## src/rtl/adrv9001_spi_responder.sv

```systemverilog
// ---------------------------------------------------------------------------
// adrv9001_spi_responder
//
// SPI mode-0 responder that turns 24-bit frames from an external SPI
// initiator into register-bus strobes in the clk domain. Frame layout:
// bit 23 = R/W (1 = read), bits 22:8 = register address, bits 7:0 = data.
// The SPI pins are oversampled: clk must run at least 8x spi_clk.
//
// Ports:
//   clk, rstn              system clock, async active-low reset
//   spi_clk/csn/mosi       SPI inputs (asynchronous to clk)
//   spi_miso, spi_miso_t   read data out and its tristate (1 = high-Z)
//   reg_addr               address of the current transaction
//   reg_wr_en/reg_wr_data  one-cycle write strobe with its data
//   reg_rd_en/reg_rd_data  one-cycle read request; data sampled 1 clk later
//   busy                   frame in progress
//   frame_err              one-cycle pulse when csn rises mid-frame
// ---------------------------------------------------------------------------
module adrv9001_spi_responder #(
  parameter int   SYNC_STAGES = 2,
  parameter logic MISO_IDLE   = 1'b0
) (
  input  logic        clk,
  input  logic        rstn,
  input  logic        spi_clk,
  input  logic        spi_csn,
  input  logic        spi_mosi,
  output logic        spi_miso,
  output logic        spi_miso_t,
  output logic [14:0] reg_addr,
  output logic        reg_wr_en,
  output logic [7:0]  reg_wr_data,
  output logic        reg_rd_en,
  input  logic [7:0]  reg_rd_data,
  output logic        busy,
  output logic        frame_err
);

  typedef enum logic [2:0] {IDLE, CMD, WDATA, RDATA, DONE} state_t;

  // Arming needs this many consecutive high csn samples after reset, which
  // is longer than the reset value of the csn chain can fake.
  localparam logic [3:0] ARM_LAST = 4'(2 * SYNC_STAGES - 1);

  // ---------------- input synchronizers and edge detection ----------------
  logic [SYNC_STAGES-1:0] sclk_sync_reg, csn_sync_reg, mosi_sync_reg;
  logic                   sclk_d_reg, csn_d_reg;
  logic                   sclk_s, csn_s, mosi_s;
  logic                   sclk_rise, sclk_fall, csn_rise, csn_fall;

  always_ff @(posedge clk or negedge rstn) begin
    if (!rstn) begin
      sclk_sync_reg <= '0;
      csn_sync_reg  <= '1;
      mosi_sync_reg <= '0;
      sclk_d_reg    <= 1'b0;
      csn_d_reg     <= 1'b1;
    end else begin
      sclk_sync_reg <= {sclk_sync_reg[SYNC_STAGES-2:0], spi_clk};
      csn_sync_reg  <= {csn_sync_reg[SYNC_STAGES-2:0], spi_csn};
      mosi_sync_reg <= {mosi_sync_reg[SYNC_STAGES-2:0], spi_mosi};
      sclk_d_reg    <= sclk_s;
      csn_d_reg     <= csn_s;
    end
  end

  assign sclk_s    = sclk_sync_reg[SYNC_STAGES-1];
  assign csn_s     = csn_sync_reg[SYNC_STAGES-1];
  assign mosi_s    = mosi_sync_reg[SYNC_STAGES-1];
  assign sclk_rise = sclk_s & ~sclk_d_reg;
  assign sclk_fall = ~sclk_s & sclk_d_reg;
  assign csn_rise  = csn_s & ~csn_d_reg;
  assign csn_fall  = ~csn_s & csn_d_reg;

  // ---------------- frame engine ----------------
  state_t      state_reg, state_next;
  logic [4:0]  bit_cnt_reg, bit_cnt_next;
  logic [15:0] shift_reg, shift_next, shift_in;
  logic [14:0] addr_reg, addr_next;
  logic [7:0]  wr_data_reg, wr_data_next;
  logic [7:0]  out_shift_reg, out_shift_next;
  logic        wr_pend_reg, wr_pend_next;
  logic        wr_en_reg, wr_en_next;
  logic        rd_en_reg, rd_en_next;
  logic        rd_pend_reg, rd_pend_next;
  logic        miso_reg, miso_next;
  logic        frame_err_reg, frame_err_next;
  logic [3:0]  arm_cnt_reg, arm_cnt_next;
  logic        armed_reg, armed_next;

  always_ff @(posedge clk or negedge rstn) begin
    if (!rstn) begin
      state_reg     <= IDLE;
      bit_cnt_reg   <= '0;
      shift_reg     <= '0;
      addr_reg      <= '0;
      wr_data_reg   <= '0;
      out_shift_reg <= '0;
      wr_pend_reg   <= 1'b0;
      wr_en_reg     <= 1'b0;
      rd_en_reg     <= 1'b0;
      rd_pend_reg   <= 1'b0;
      miso_reg      <= MISO_IDLE;
      frame_err_reg <= 1'b0;
      arm_cnt_reg   <= '0;
      armed_reg     <= 1'b0;
    end else begin
      state_reg     <= state_next;
      bit_cnt_reg   <= bit_cnt_next;
      shift_reg     <= shift_next;
      addr_reg      <= addr_next;
      wr_data_reg   <= wr_data_next;
      out_shift_reg <= out_shift_next;
      wr_pend_reg   <= wr_pend_next;
      wr_en_reg     <= wr_en_next;
      rd_en_reg     <= rd_en_next;
      rd_pend_reg   <= rd_pend_next;
      miso_reg      <= miso_next;
      frame_err_reg <= frame_err_next;
      arm_cnt_reg   <= arm_cnt_next;
      armed_reg     <= armed_next;
    end
  end

  assign shift_in = {shift_reg[14:0], mosi_s};

  always_comb begin
    state_next     = state_reg;
    bit_cnt_next   = bit_cnt_reg;
    shift_next     = shift_reg;
    addr_next      = addr_reg;
    wr_data_next   = wr_data_reg;
    out_shift_next = out_shift_reg;
    wr_pend_next   = 1'b0;
    wr_en_next     = wr_pend_reg;   // write strobe trails the data load by one cycle
    rd_en_next     = 1'b0;
    rd_pend_next   = rd_en_reg;     // read data is valid the cycle after rd_en
    miso_next      = miso_reg;
    frame_err_next = 1'b0;

    // A csn already low when reset releases must not look like a fresh
    // falling edge, so frames are accepted only once csn was seen high.
    arm_cnt_next = !csn_s ? 4'd0 : ((arm_cnt_reg == ARM_LAST) ? arm_cnt_reg : 4'(arm_cnt_reg + 4'd1));
    armed_next   = armed_reg | (csn_s && (arm_cnt_reg == ARM_LAST));

    if (rd_pend_reg) out_shift_next = reg_rd_data;

    unique case (state_reg)
      IDLE: begin
        if (csn_fall && armed_reg) begin
          state_next   = CMD;
          bit_cnt_next = '0;
          miso_next    = MISO_IDLE;
        end
      end
      CMD, WDATA, RDATA: begin
        // csn rising beats any spi_clk edge seen in the same cycle
        if (csn_rise) begin
          state_next     = IDLE;
          frame_err_next = 1'b1;
        end else begin
          if ((state_reg == RDATA) && sclk_fall) begin
            miso_next      = out_shift_reg[7];
            out_shift_next = {out_shift_reg[6:0], 1'b0};
          end
          if (sclk_rise) begin
            shift_next   = shift_in;
            bit_cnt_next = 5'(bit_cnt_reg + 5'd1);
            if ((state_reg == CMD) && (bit_cnt_reg == 5'd15)) begin
              addr_next = shift_in[14:0];
              if (shift_in[15]) begin
                state_next = RDATA;
                rd_en_next = 1'b1;
              end else begin
                state_next = WDATA;
              end
            end
            if (bit_cnt_reg == 5'd23) begin
              if (state_reg == WDATA) begin
                wr_data_next = shift_in[7:0];
                wr_pend_next = 1'b1;
              end
              state_next = DONE;
            end
          end
        end
      end
      DONE: begin
        if (csn_rise) state_next = IDLE;
      end
      default: state_next = IDLE;
    endcase
  end

  assign spi_miso    = (state_reg == RDATA) ? miso_reg : MISO_IDLE;
  assign spi_miso_t  = (state_reg != RDATA);
  assign reg_addr    = addr_reg;
  assign reg_wr_en   = wr_en_reg;
  assign reg_wr_data = wr_data_reg;
  assign reg_rd_en   = rd_en_reg;
  assign busy        = (state_reg != IDLE);
  assign frame_err   = frame_err_reg;

endmodule

```

## config.mk

```make
export PLATFORM = sky130hd
export DESIGN_NAME = adrv9001_spi_responder
export DESIGN_NICKNAME = d
export VERILOG_FILES = /design/src/rtl/adrv9001_spi_responder.sv
export SDC_FILE = /design/constraint.sdc
export NUM_CORES = 1
export LEC_CHECK = 0
export CAP_MARGIN = 25
export CORE_MARGIN = 8
export CORE_UTILIZATION = 51
export CTS_BUF_LIST = sky130_fd_sc_hd__clkbuf_8
export CTS_CLUSTER_DIAMETER = 80
export DETAILED_ROUTE_END_ITERATION = 7
export GPL_ROUTABILITY_DRIVEN = 0
export PLACE_DENSITY = 0.78
export SKIP_CTS_REPAIR_TIMING = 1
export SLEW_MARGIN = 40
export SYNTH_ARGS = -nofsm -noshare
export SYNTH_HDL_FRONTEND = slang
export SYNTH_SLANG_ARGS = --single-unit
```

## constraint.sdc

```tcl
create_clock -name clk -period 2.1 [get_ports clk]
set_input_delay 0.315 -clock clk [delete_from_list [all_inputs] [get_ports clk]]
set_output_delay 0.315 -clock clk [all_outputs]
set_load 0.02 [all_outputs]
```

======== Word level (Yosys, flattened, before mapping) ========
Index checks and enable logic that the tools add are counted.
cells by class
  equal/unequal tests ..................... 16
  bitwise gates (word level) .............. 10
  reduce and logical (&&, ||, !) cells .... 14
  $add $sub $neg .......................... 2
  multiplexer cells ....................... 35
operator list
  cell                                                  number
  two-way mux 8 bit                                     4
  two-way mux 3 bit                                     6
  two-way mux 1 bit                                     17
  AND reduction 4 bit                                   4
  two-way mux 5 bit                                     3
  != test 2 bit (second input constant)                 6
  case mux 5 bit (2 select lines)                       1
  case mux 3 bit (3 select lines)                       1
  two-way mux 4 bit                                     2
  equality test 3 x 2 -> 1 bit (second input constant)  2
  adder 5 x 1 -> 5 bit (second input constant)          1
  equality test 5 x 4 -> 1 bit (second input constant)  1
  equality test 5 bit (second input constant)           1
  NOT 1 bit                                             5
  AND reduction 5 bit                                   1
  adder 4 x 1 -> 4 bit (second input constant)          1
  bitwise AND 1 bit                                     4
  equality test 4 x 2 -> 1 bit (second input constant)  1
  logical AND 1 bit                                     4
  != test 4 bit (second input constant)                 1
  equality test 3 x 1 -> 1 bit (second input constant)  1
  equality test 3 bit (second input constant)           1
  zero test 3 bit                                       1
  != test 3 x 2 -> 1 bit (second input constant)        1
  7 further kinds                                       7
storage, ports and cells
  flip-flop bits (word level) ............. 73
  word-level logic and storage cells ...... 96
  input bits .............................. 13
  output and inout bits ................... 29

======== Longest topological paths before layout ========
Gate-level depths: netlist of the first run.
  word-level depth ........................ 7
  gate-level depth with buffers ........... 8
  gate-level depth less buffers ........... 6

======== Least setup slack after synthesis of the first run ========
Ideal clock, no wire load.
  path kind ............................... register to register
  from .................................... register bit_cnt_reg[0]
  to ...................................... register addr_reg[10], in the netlist reg_addr[10]
  stages on the path, launching flop included .. 9
  period minus slack after synthesis ...... 1.987 ns
  arrival time ............................ 1.862 ns
  setup slack ............................. 0.113 ns
  required time ........................... 1.975 ns
  buffers on the path ..................... 2
  library setup time ...................... 0.125 ns
  path through ............................ dfrtp_1 -> ha_1 -> and3_1 -> ha_1 -> nand2_1 -> or4_4 -> buf_6 -> buf_6 -> mux2_4
between the ends
  longest elaborated chain between the ends .. 3
ends and longest elaborated chain
  element                               RTL line  source
  start: declaration                    77        logic [4:0] bit_cnt_reg, bit_cnt_next;
  start signal: assignment              109       bit_cnt_reg <= bit_cnt_next;
  equality test 5 x 4 -> 1 bit          169       if ((state_reg == CMD) && (bit_cnt_reg == 5'd15)) begin
  logical AND 1 bit                     169
  AND reduction 4 bit (no source line)  --
  end signal: assignment                111       addr_reg <= addr_next;
  end: declaration                      79        logic [14:0] addr_reg, addr_next;
Every way passes these cells.
A chain may end at the register's enable or synchronous reset.

======== Worst setup path after layout of the first run ========
  from .................................... register bit_cnt_reg[0]
  to ...................................... register addr_reg[4], in the netlist reg_addr[4]
The elaborated chain is that of the path after synthesis.

==> results.md, run 1 <==
- Syn Inst Count: 215
- Post-synth EDFFs: 0
- Ys flop type: dfrtp_1
- Die area: ~8500 um2
- Synth Register Bits: 73
- Fmax: 488 MHz
- CP Cell Sequence: ha_1 -> and3_1 -> ha_1 -> nand2_1 -> or4_4 -> mux2_1
- Ys async rst share: 1.00
- Antenna violations before repair: 0
- DR iter-0 viols: between 90 and 100
- Die W: 92.2 um
- Die height: 92.2 um
- Worst Path Buf+Inv: 0
- Core area: 5540 um2
- Register area share after synthesis: 0.619
- Util after Layout: 0.662
- Synth warn: 0
- Final min period: slightly above 2 ns
- Max FO, Critical Path: 16
- Hpwl dp: around 3.4 mm
- CP Data Arrival Time: 2.28 ns
- Residual DRC count: 0
- Total CTS buffers: 9
- Pin count of the biggest net entering global routing: 73
- Global-route wire length before repair: 8.92 mm
- CP Capture Type: register
- CTS root buffer: clkbuf_8
- Routed via count: 1764
- Clk slew on worst S/H paths: 0.07 ns
- Syn Area/Cell: 13.8 um2
- Slew headroom: 0.637
- Final period utilization: 0.976
- Outcome: finished, final reports clean
- NumNets Final: 280
- Input/output buffers: 41
- Worst path max stage delay: approximately 0.6 ns
- Share of layout cells above drive strength 1: 0.228
- CP Class: reg -> reg
- GRT overflow: 0
- Vias per cell: slightly above 5
- Worst-margin pin slew: 0.543 ns
- GRT Util Overall: 0.134
- CTS Sinks: 73
- Worst EP required: around 2.3 ns
- Drt total wl: 5.29 mm
- Worst hold path class: in -> async
- Routed len/inst: about 16 um
- Most used cell along the critical path: ha_1
- Worst setup SP type: register
- CTS tree: yes
- LEAKAGE: 1.72 nW
- Pins Over Slew Limit: 0
- IO Pins: 42
- Cell area after placement: 3450 um2
- Vias in the first global route: approximately 1800
- Syn_nets: 231
- Final instance area: 3670 um2
- Final antenna-violating net count: 0
- Post-synthesis cell area: approximately 3000 um2
- Hold WS: between 0.2 and 0.3 ns
- Skew final: 0.00540 ns
- Final setup fails: 0
- Worst-Skew Late Latency: 0.35 ns
- Row cnt: 27
- VDD IR max: 444 uV
- Unrepaired setup endpoints after global routing: true
- Clock buffer depth: 2
- CP top delay family: simple AND/OR/NAND/NOR gates
- Cell at the slowest stage of the critical path: or4_4
- Diodes inserted: 0
- Worst reg-to-reg setup slack: around 0.05 ns
- Final hold vios: 0
- Power Dens Cells: approximately 820 nW/um2
- Synth-to-layout area growth: 24.0%
- Yosys cell types: 40
- Setup TNS: 0 ns
- DRT Pass-1 Iters: 4
- Max cap viols: 0
- CTS H-tree depth: 3
- Starting density of the core: 0.534
[through the flow]
step / worst slack (ns) / power [mW] / cells
3_3_place_gp: 0.136 / 1.94 / 324
3_5_place_dp: 0.0638 / 1.96 / 324
6_report: 0.0501 / 3.02 / 340
2_1_floorplan: 0.113 / 1.81 / 215
4_1_cts: -0.105 / 3.05 / 339
5_1_grt: -0.0594 / 3.16 / 340
[cell usage after synthesis, types with 2 or more instances]
| cell | count | area share |
|---|---|---|
| inv_1 | 4 | 0.0051 |
| dfrtp_1 | 70 | 0.59 |
| nor3_1 | 3 | 0.0051 |
| dfstp_2 | 3 | 0.027 |
| nand2_1 | 12 | 0.015 |
| a31oi_1 | 2 | 0.0042 |
| mux2i_1 | 9 | 0.030 |
| a22o_1 | 2 | 0.0059 |
| mux2_2 | 23 | 0.088 |
| nor2b_1 | 3 | 0.0063 |
| and3_1 | 2 | 0.0042 |
| nand3_1 | 4 | 0.0068 |
| xnor2_1 | 4 | 0.012 |
| buf_2 | 2 | 0.0034 |
| mux2_4 | 9 | 0.046 |
| mux2_1 | 6 | 0.023 |
| nand3b_1 | 4 | 0.010 |
| and2_1 | 2 | 0.0042 |
| nand2b_1 | 4 | 0.0085 |
| ha_1 | 3 | 0.013 |
| nor2_1 | 11 | 0.014 |
| a21oi_1 | 2 | 0.0034 |
| a21o_1 | 2 | 0.0051 |
| buf_6 | 3 | 0.011 |
| clkbuf_1 | 3 | 0.0038 |
| o21ai_0 | 9 | 0.015 |
[final timing paths]
kind,end,cells past startpoint,start
min in group clk,csn_sync_reg[1]$_DFF_PN1_,0,csn_sync_reg[0]$_DFF_PN1_
worst max register to register,reg_addr[4]$_DFFE_PN0P_,6,bit_cnt_reg[0]$_DFFE_PN0P_
max in group asynchronous,csn_d_reg$_DFF_PN1_,3,rstn
worst min-delay path,reg_wr_en$_DFF_PN0_,2,rstn
worst min register to register,csn_sync_reg[1]$_DFF_PN1_,0,csn_sync_reg[0]$_DFF_PN1_
worst max-delay path,reg_addr[4]$_DFFE_PN0P_,6,bit_cnt_reg[0]$_DFFE_PN0P_
[cell type report]
type | instances | area [um2]
fillers | 438 | 1870
flip-flops and latches | 73 | 1830
clock inverters | 4 | 43.8
multi-input cells | 129 | 1070
repair buffers | 47 | 470
inverters | 4 | 15.0
clock buffers | 11 | 151
well taps | 72 | 90.1
[where the power goes]
part	total [mW]	internal (mW)	leakage (nW)	switching, mW
sequential	1.59	1.51	0.947	0.0841
clock	1.08	0.598	0.106	0.483
combinational	0.342	0.169	0.667	0.173
[metal layers]
metal	vias up	track usage	part of all wire
met4	0	0.0631	0.017
met2	47	0.184	0.43
met3	9	0.0636	0.062
met1	861	0.175	0.49
li1	847	-	-
met5	-	0	0
[cells in the final DEF, fill, tap and decap left out, types with 2 or more instances in the layout]
cell / synthesis / layout
clkinv_2: 0 / 2
clkdlybuf4s50_1: 0 / 38
nand3_1: 4 / 3
dfrtp_1: 70 / 70
mux2_4: 9 / 9
ha_1: 3 / 3
and2_1: 2 / 2
inv_1: 4 / 5
and3_1: 2 / 2
nand2_1: 12 / 12
a21oi_1: 2 / 2
mux2_1: 6 / 6
a21o_1: 2 / 2
nor3_1: 3 / 2
a31oi_1: 2 / 2
o21ai_0: 9 / 9
nor2b_1: 3 / 2
mux2_2: 23 / 23
buf_4: 0 / 4
dlymetal6s2s_1: 0 / 2
xnor2_1: 4 / 4
mux2i_1: 9 / 9
nand2b_1: 4 / 4
clkbuf_8: 0 / 11
a22o_1: 2 / 2
nor2_1: 11 / 11
nand3b_1: 4 / 4
dfstp_2: 3 / 3
[cell families after synthesis]
family	share of synthesized area
buffers and inverters	0.0250
AND/OR/NAND/NOR	0.101
adder cells (fa/ha/maj)	0.0127
AO/OA/AOI/OAI	0.0440
flip-flops	0.619
XOR/XNOR	0.0118
multiplexers	0.187
Note: power is estimated with default switching activity, not from simulation.
==> run 2: changes to the inputs <==
TNS_END_PERCENT = 50   (was default)
==> results.md, run 2 (same netlist as run 1, synthesis figures left out) <==
- Synth-to-layout area growth: 24.0%
- Die height: between 90 and 100 um
- DRT Pass-1 Iters: 4
- Util after Layout: 0.662
- Input/output buffers: about 40
- Max FO, Critical Path: 16
- Final setup fails: 0
- CP top delay family: simple AND/OR/NAND/NOR gates
- CTS root buffer: clkbuf_8
- Most frequent cells in the layout: 70 x dfrtp_1, 38 x clkdlybuf4s50_1, 23 x mux2_2, 12 x nand2_1
- Fmax: 488 MHz
- Final min period: 2.05 ns
- Skew final: 0.00540 ns
- Final hold vios: 0
- Hpwl dp: 3.45 mm
- Slew headroom: 0.637
- VDD IR max: 444 uV
- Cell at the slowest stage of the critical path: or4_4
- GRT overflow: 0
- Worst-Skew Late Latency: 0.35 ns
- DR iter-0 viols: 97
- Power Dens Cells: 822 nW/um2
- CP Class: reg -> reg
- Worst hold path class: in -> async
- Pins Over Slew Limit: 0
- Most used cell along the critical path: ha_1
- Total CTS buffers: 9
- Outcome: finished, final reports clean
- Unrepaired setup endpoints after global routing: true
- Worst setup SP type: register
- Residual DRC count: 0
- Share of layout cells above drive strength 1: 0.228
- Core area: between 5000 and 6000 um2
- Worst path max stage delay: 0.59 ns
- GR met3 Demand/Resource: 0.0636
- Vias in the first global route: roughly 1800
- Busiest grt layer: met2
- Die area: 8490 um2
- Pre-CTS WS: 0.0638 ns
- Row cnt: 27
- CTS tree: yes
- Routed len/inst: 15.6 um
- CP Cell Sequence: ha_1 -> and3_1 -> ha_1 -> nand2_1 -> or4_4 -> mux2_1
- LEAKAGE: 1.72 nW
- Starting density of the core: 0.534
- IO Pins: 42
- Grt met1 use: 0.175
- Most common cell after layout, fill and taps aside: dfrtp_1
- Antenna violations before repair: 0
- Worst Path Buf+Inv: 0
- Cell area after placement: 3450 um2
- Final antenna-violating net count: 0
- CTS H-tree depth: 3
- GRT met2 Usage: 0.184
- GRT Util Overall: 0.134
- Drt total wl: 5.29 mm
- Max cap viols: 0
- Final instance area: 3670 um2
- CP Capture Type: register
- Clk slew on worst S/H paths: 0.07 ns
- Final period utilization: 0.976
- Global-route wire length before repair: 8.92 mm
- Worst EP required: 2.33 ns
- NumNets Final: 280
- Clock buffer depth: 2
- Total power: around 3.0 mW
- Diodes inserted: 0
- Vias per cell: 5.19
- CTS Sinks: 73
- Worst-margin pin slew: 0.543 ns
- Final worst setup slack: 0.0501 ns
- Routed via count: 1764
- CP Data Arrival Time: 2.28 ns
- Pin count of the biggest net entering global routing: 73
- Die W: 92.2 um
-- run 2: metal layers --
metal	vias to the layer above	wire, um
met1	861	2600
met2	47	2270
met4	0	90
met5	-	0
met3	9	328
li1	847	-
-- run 2: final timing paths --
kind                       cells after the start  slack, ns                       start                         to
setup reg to reg                               6       0.05  bit_cnt_reg[0]$_DFFE_PN0P_    reg_addr[4]$_DFFE_PN0P_
hold reg to reg                                0       0.36   csn_sync_reg[0]$_DFF_PN1_  csn_sync_reg[1]$_DFF_PN1_
max in group asynchronous                      3       1.23                        rstn        csn_d_reg$_DFF_PN1_
min in group clk                               0       0.36   csn_sync_reg[0]$_DFF_PN1_  csn_sync_reg[1]$_DFF_PN1_
hold / removal                                 2       0.30                        rstn        reg_wr_en$_DFF_PN0_
setup / recovery                               6       0.05  bit_cnt_reg[0]$_DFFE_PN0P_    reg_addr[4]$_DFFE_PN0P_
-- run 2: where the power goes --
part           total [mW]  internal [mW]  switching [mW]
Clock                1.08          0.598           0.483
Sequential           1.59           1.51          0.0841
Combinational       0.342          0.169           0.173
-- run 2: cell type report --
type | count | area [um2]
clock inverters | 4 | 43.8
fillers | 438 | 1870
repair buffers | 47 | 470
clock buffers | 11 | 151
well taps | 72 | 90.1
flip-flops and latches | 73 | 1830
multi-input cells | 129 | 1070
inverters | 4 | 15.0
-- run 2: through the flow --
| stage | hold WS, ns | instances | TNS, ns |
|---|---|---|---|
| finish | 0.298 | 340 | 0 |
| global route | 0.329 | 340 | -0.457 |
| CTS | -0.260 | 339 | -0.189 |
| detailed placement | 0.120 | 324 | 0 |
| global placement | 0.114 | 324 | 0 |
| floorplan | 0.0194 | 215 | 0 |
